**src/rtl/move_arbiter.sv**
```systemverilog
// move_arbiter: two-player turn arbiter that turns command handshakes
// into timed move pulses and keeps game and match tallies.
//
// Ports
//   clk, rst              clock, async active-low reset
//   a_valid/a_cmd/a_ready player A command handshake
//   b_valid/b_cmd/b_ready player B command handshake
//                         cmd: 00 left, 01 right, 10 put, 11 reserved
//   player                0 = A's turn, 1 = B's turn
//   win_a, win_b,
//   full_panel,
//   invalid_move          game status from the datapath
//   left, right, put      move lines (datapath acts on falling edge)
//   game_rst              active-high game reset
//   new_game, match_clear operator level requests
//   wins_a, wins_b, draws saturating match tallies
//   match_over            a player reached MATCH_WINS
//   rejected              one-cycle strobe for a refused command
module move_arbiter #(
    parameter int PULSE_W    = 2,
    parameter int GAP_W      = 6,
    parameter int RST_W      = 2,
    parameter int MATCH_WINS = 3
) (
    input  logic       clk,
    input  logic       rst,
    input  logic       a_valid,
    input  logic [1:0] a_cmd,
    output logic       a_ready,
    input  logic       b_valid,
    input  logic [1:0] b_cmd,
    output logic       b_ready,
    input  logic       player,
    input  logic       win_a,
    input  logic       win_b,
    input  logic       full_panel,
    input  logic       invalid_move,
    output logic       left,
    output logic       right,
    output logic       put,
    output logic       game_rst,
    input  logic       new_game,
    input  logic       match_clear,
    output logic [3:0] wins_a,
    output logic [3:0] wins_b,
    output logic [3:0] draws,
    output logic       match_over,
    output logic       rejected
);

    typedef enum logic [2:0] {
        GRST, SETTLE, IDLE, PULSE,
        GAP, GAME_OVER, MATCH_OVER
    } state_t;

    localparam logic [1:0] CMD_L = 2'b00;
    localparam logic [1:0] CMD_R = 2'b01;
    localparam logic [1:0] CMD_P = 2'b10;
    localparam logic [1:0] CMD_X = 2'b11;
    localparam logic [3:0] MW    = 4'(MATCH_WINS);

    state_t     state_q, state_d;
    logic [7:0] cnt_q, cnt_d;
    logic [1:0] cmd_q, cmd_d;
    logic       inv_q, inv_d;
    logic       rej_q, rej_d;
    logic [3:0] wa_q, wa_d;
    logic [3:0] wb_q, wb_d;
    logic [3:0] dr_q, dr_d;

    logic       a_xfer, b_xfer, xfer;
    logic [1:0] xcmd;
    logic       last;

    function automatic logic [3:0] sat_inc(input logic [3:0] v);
        return (v == 4'hF) ? v : v + 4'd1;
    endfunction

    // Ready follows the turn, so both-valid contention resolves itself.
    assign a_ready = (state_q == IDLE) & ~player;
    assign b_ready = (state_q == IDLE) & player;
    assign a_xfer  = a_valid & a_ready;
    assign b_xfer  = b_valid & b_ready;
    assign xfer    = a_xfer | b_xfer;
    assign xcmd    = a_xfer ? a_cmd : b_cmd;
    assign last    = (cnt_q == 8'd1);

    always_comb begin
        state_d = state_q;
        cnt_d   = (cnt_q != 8'd0) ? cnt_q - 8'd1 : cnt_q;
        cmd_d   = cmd_q;
        inv_d   = inv_q;
        rej_d   = 1'b0;
        wa_d    = wa_q;
        wb_d    = wb_q;
        dr_d    = dr_q;
        unique case (state_q)
            GRST: begin
                if (last) begin
                    state_d = SETTLE;
                    cnt_d   = 8'd2;
                end
            end
            SETTLE: begin
                if (last) state_d = IDLE;
            end
            IDLE: begin
                if (xfer) begin
                    cmd_d = xcmd;
                    if (xcmd == CMD_X) begin
                        rej_d = 1'b1;
                    end else begin
                        state_d = PULSE;
                        cnt_d   = 8'(PULSE_W);
                    end
                end
            end
            PULSE: begin
                if (last) begin
                    state_d = GAP;
                    cnt_d   = 8'(GAP_W);
                    inv_d   = 1'b0;
                end
            end
            GAP: begin
                // inv_q limits the refusal strobe to one per put.
                if (cmd_q == CMD_P && invalid_move && !inv_q) begin
                    rej_d = 1'b1;
                    inv_d = 1'b1;
                end
                if (last) begin
                    state_d = IDLE;
                    if (cmd_q == CMD_P) begin
                        if (win_a) begin
                            wa_d    = sat_inc(wa_q);
                            state_d = GAME_OVER;
                        end else if (win_b) begin
                            wb_d    = sat_inc(wb_q);
                            state_d = GAME_OVER;
                        end else if (full_panel) begin
                            dr_d    = sat_inc(dr_q);
                            state_d = GAME_OVER;
                        end
                    end
                end
            end
            GAME_OVER: begin
                if (match_clear) begin
                    wa_d    = 4'd0;
                    wb_d    = 4'd0;
                    dr_d    = 4'd0;
                    state_d = GRST;
                    cnt_d   = 8'(RST_W);
                end else if (wa_q == MW || wb_q == MW) begin
                    state_d = MATCH_OVER;
                end else if (new_game) begin
                    state_d = GRST;
                    cnt_d   = 8'(RST_W);
                end
            end
            MATCH_OVER: begin
                if (match_clear) begin
                    wa_d    = 4'd0;
                    wb_d    = 4'd0;
                    dr_d    = 4'd0;
                    state_d = GRST;
                    cnt_d   = 8'(RST_W);
                end
            end
            default: begin
                state_d = GRST;
                cnt_d   = 8'(RST_W);
            end
        endcase
    end

    always_ff @(posedge clk or negedge rst) begin
        if (!rst) begin
            state_q <= GRST;
            cnt_q   <= 8'(RST_W);
            cmd_q   <= CMD_L;
            inv_q   <= 1'b0;
            rej_q   <= 1'b0;
            wa_q    <= 4'd0;
            wb_q    <= 4'd0;
            dr_q    <= 4'd0;
        end else begin
            state_q <= state_d;
            cnt_q   <= cnt_d;
            cmd_q   <= cmd_d;
            inv_q   <= inv_d;
            rej_q   <= rej_d;
            wa_q    <= wa_d;
            wb_q    <= wb_d;
            dr_q    <= dr_d;
        end
    end

    // Decoded from state so reset drops the lines asynchronously.
    assign left       = (state_q == PULSE) & (cmd_q == CMD_L);
    assign right      = (state_q == PULSE) & (cmd_q == CMD_R);
    assign put        = (state_q == PULSE) & (cmd_q == CMD_P);
    assign game_rst   = (state_q == GRST);
    assign match_over = (state_q == MATCH_OVER);
    assign rejected   = rej_q;
    assign wins_a     = wa_q;
    assign wins_b     = wb_q;
    assign draws      = dr_q;

endmodule

```
**config.mk**
```make
export PLATFORM = sky130hd
export DESIGN_NAME = move_arbiter
export DESIGN_NICKNAME = d
export VERILOG_FILES = /design/src/rtl/move_arbiter.sv
export SDC_FILE = /design/constraint.sdc
export NUM_CORES = 1
export LEC_CHECK = 0
export ABC_AREA = 1
export CAP_MARGIN = 10
export CORE_MARGIN = 5
export CORE_UTILIZATION = 57
export CTS_CLUSTER_SIZE = 28
export DETAILED_ROUTE_END_ITERATION = 8
export MAX_ROUTING_LAYER = met4
export PLACE_DENSITY = 0.86
export REMOVE_ABC_BUFFERS = 1
export SLEW_MARGIN = 20
export SYNTH_ARGS = -nofsm -noshare
export SYNTH_HDL_FRONTEND = slang
export SYNTH_SLANG_ARGS = --single-unit
```
**constraint.sdc**
```tcl
create_clock -name clk -period 4.7 [get_ports clk]
set_input_delay 1.175 -clock clk [delete_from_list [all_inputs] [get_ports clk]]
set_output_delay 1.175 -clock clk [all_outputs]
set_load 0.02 [all_outputs]
```
Yosys cells after proc, flatten, opt, wreduce, memory -nomap -nowiden
Index checks and enable logic that the tools add are counted. W data, S select, Z words.

Bits in registers: 27.

Add/subtract/negate cells: 4. Eq/ne operators: 34. Multiplexer cells: 52. Bitwise operators: 9. Reductions and logical operators: 17.

Operators with widths (number): $mux W8 (9); $mux W4 (16); $pmux W8 S6 (1); $mux W3 (14); $ne A2 B2 Y1 const B (16); $pmux W4 S2 (3); $pmux W3 S7 (1); $reduce_and A8 Y1 (2); $add A4 B1 Y4 const B (3); $eq A4 B4 Y1 const B (3); $eq A3 B3 Y1 const B (3); $eq A4 B2 Y1 const B (2); $eq A8 B1 Y1 const B (1); $reduce_bool A8 Y1 (1); $sub A8 B1 Y8 const B (1); $and A1 B1 Y1 (7); $reduce_and A7 Y1 (1); $eq A3 B2 Y1 const B (2); $reduce_and A6 Y1 (1); $mux W1 (5); $eq A2 B2 Y1 const B (2); $ne A2 B1 Y1 const B (2); $ne A4 B4 Y1 const B (1); $pmux W1 S2 (2); 14 further kinds (17).

Logic depth before layout (Yosys ltp)
Depth after elaboration: 8. Mapped depth: 11.

Least setup slack after synthesis
OpenSTA, ideal clock, no wires.

Path kind: input port to output port. Start point: input player. End point: output b_ready. Data arrival time: 1.534 ns. Data required time: 3.525 ns. Slack: 1.991 ns. Cell stages on the path: 2. Cells stage by stage: inv_1 -> nor2_1.

Cells in the longest elaborated chain, start to end: 1.

RTL lines: start, declared (line 33) `input logic player,`; $and A1 B1 Y1 (line 81) `assign b_ready = (state_q == IDLE) & player;`; end, declared (line 32) `output logic b_ready,`.

Every way passes these cells.

Worst setup path in the final report
Same ends and word-level chain as after synthesis.

==> run_results.csv <==
group,metric,value,unit
yosys,yosys-mux-area-fraction,0,%
final_layout,diodes,0,
final_layout,fillers,297,
yosys,synth.area.top_cells,"dfrtp_1 (34%), nand2_1 (14%), inv_1 (6.8%), nor2_1 (6.0%), nand3_1 (5.2%)",
timing,rsz0062_at_grt,"no",
timing,period_share,77.87,%
timing,final-hold-violation-count,0,
yosys,synthFlopType,"dfrtp_1",
yosys,syn-cell-area,0.001938,mm^2
hold_path,hp-class,"flip-flop to flip-flop",
die,die_y,68.31,um
grt,grt_pass1_wl,6.996,mm
routing,drc,0,
die,core,0.003311,mm^2
placed_design,dp_cells,348,
timing,fmax,273.3,MHz
critical_path,end_kind,"output port",
routing,drtPass1Iterations,4,
critical_path,crit_start,"player",
critical_path,crit_path_start_kind,"input pin",
yosys,synthAdderAreaFrac,3.228,%
yosys,synth_area_leader_cell,"dfrtp_1",
timing,tightest_slew,0.3758,ns
yosys,synth_top_area_share,33.57,%
hold_path,hp-start,"inv_q",
grt,grt_pass1_vias,1642,
routing,drt_iter0_drc,101,
critical_path,cp_slowest_cell,"clkdlybuf4s50_1",
routing,wirelength,4.182,mm
clock_tree,cts_tree,"yes",
timing,tns,0,ns
final_layout,area_growth,21.89,%
final_layout,nets,327,
routing,wl_per_cell,11.88,um
clock_tree,clkSinkCount,27,
clock_tree,postCtsHoldBufs,0,
die,initial_core_util,58.54,%
critical_path,cp_common_cell,"clkdlybuf4s50_1",
final_layout,fin_util,71.35,%
yosys,synth-compound-area-share,9.619,%
yosys,synthSimpleGateAreaFrac,41.19,%
clock_tree,cts_setup_buffers,0,
critical_path,r2r_setup_slack,3.00,ns
critical_path,crit_chain,"clkdlybuf4s50_1 > inv_1 > nor2_1 > clkdlybuf4s50_1",
die,die_area,0.004666,mm^2
die,rows,21,
clock_tree,htreeDepth,1,
timing,hold_slack,0.5256,ns
clock_tree,root_buffer,"clkbuf_4",
yosys,synth-edff-count,0,
yosys,synth_top_family_by_area,"simple AND/OR/NAND/NOR gates",
grt,track_usage,20.43,%
routing,ant_nets,0,
yosys,ys_seq_area_share,34.93,%
status,outcome,"complete, no violations",
yosys,synth_seq_cells,27,
yosys,yosys_warnings,0,
clock_tree,clock_latency,0.33,ns
clock_tree,clockBufferDepth,2,
grt,grt_max_degree,28,
grt,grt_overflow,0,
yosys,yosys.cell_types.count,36,
critical_path,arrival,2.48,ns
timing,setup_viol,0,
power,power_leakage,1.207,nW
power,power_density,626.6,mW/mm^2
critical_path,worstSetupPathType,"input pin to output port",
placed_design,dp_hpwl,3.281,mm
power,total_power,1.480,mW
routing,vias_per_cell,5.011,
power,ir_drop,0.2721,mV
placed_design,gp_congestion,0.9068,
yosys,synth-xor-area-share,3.163,%
timing,fin_crit,3.660,ns
critical_path,crit_fanout,4,
job,max_cap_viol_count,0,
timing,finClkSkew,0.001777,ns
routing,vias,1764,
critical_path,cp_data_required_time,3.52,ns
yosys,yosys-top-cells-count,"nand2_1 (74), inv_1 (35), nor2_1 (31)",
placed_design,io_buffers,34,
grt,antenna_found_initial,0,
critical_path,timing.rr.start,"cnt_q[1]",
yosys,synthArstFlopShare,100.0,%
yosys,synth_most_common_cell,"nand2_1",
die,io_pins,35,
final_layout,drive_gt1_share,11.44,%
critical_path,critPathMaxStageDelay,0.61,ns
timing,relSlewSlack,74.86,%
timing,maxSlewViolCount,0,
clock_tree,numCtsBuffers,3,
yosys,syn_avg_cell_area,7.232,um^2
yosys,synth_cells,268,
final_layout,fin_cells,352,
clock_tree,clk_pin_slew,0.15,ns
clock_tree,cts.repair.resized,0,
die,die_w,68.31,um
## logic make-up (layout without fill, tap and decap cells)
group | count (synthesis) | count (layout)
xor+xnor | 7 | 7
fa+ha+maj | 5 | 5
flops | 27 | 27
buf+inv | 39 | 77
compound gates | 27 | 27
simple gates | 163 | 163
## layer usage
metal	part of all wire (%)	GRT usage, %
met1	46	26.10
met2	49	32.49
met3	2.9	2.956
met4	2.0	8.189
met5	0	-
## worst max-delay path, delay by kind of cell
family | cells | cell delay (ns)
simple gates | 1 | 0.11
buf+inv | 3 | 1.19
## cell usage in the layout (no fill, tap or decap), drive strengths merged
cell type / n
nand3b: 1
nor2: 39
a21oi: 3
or2: 2
xor2: 4
clkbuf: 4
xnor2: 3
ha: 5
o31ai: 1
o41ai: 1
nor4: 1
o21ai: 18
nand4: 10
nand2: 76
nand3: 26
a21boi: 1
buf: 1
inv: 38
clkdlybuf4s50: 34
nor3b: 1
o21a: 2
a31o: 1
dfrtp: 26
nor3: 7
dfstp: 1
## area by class of cell
class	instances	area, um^2	area share (%)
Tap cell	46	57.56	2.436
Timing Repair Buffer	35	347.8	14.72
Sequential cell	27	676.9	28.65
Multi-Input combinational cell	202	1109	46.93
Clock buffer	4	26.28	1.112
Inverter	38	145.1	6.144
## report_power, final
group / leakage, nW / internal [mW] / switching [mW] / total, mW
logic: 0.844 / 0.367 / 0.560 / 0.927
clock network: 0.0150 / 0.0334 / 0.0722 / 0.106
registers: 0.348 / 0.329 / 0.119 / 0.448
## metrics by stage
step                      setup slack (ns)  instance area, um^2
final                                1.040                 2362
after global routing                0.9970                 2362
after CTS                            1.034                 2362
after detailed placement             1.046                 2336
after global placement               1.064                 2336
after floorplan                      1.991                 1931
## registers in the layout (all words and copies together) (netlist names)
signal    flops
cmd_q         2
cnt_q         8
draws         4
inv_q         1
rejected      1
state_q       3
wins_a        4
wins_b        4
## path summary, 6_finish.rpt
kind                                  to  depth (start not counted)
worst max-delay path             b_ready                          4
min in group asynchronous       rejected                          2
worst min register to register     inv_q                          2
worst max register to register  cnt_q[2]                         11
worst min-delay path               inv_q                          2
max in group asynchronous       cnt_q[1]                          2
Power figures use the tool's default switching activity.
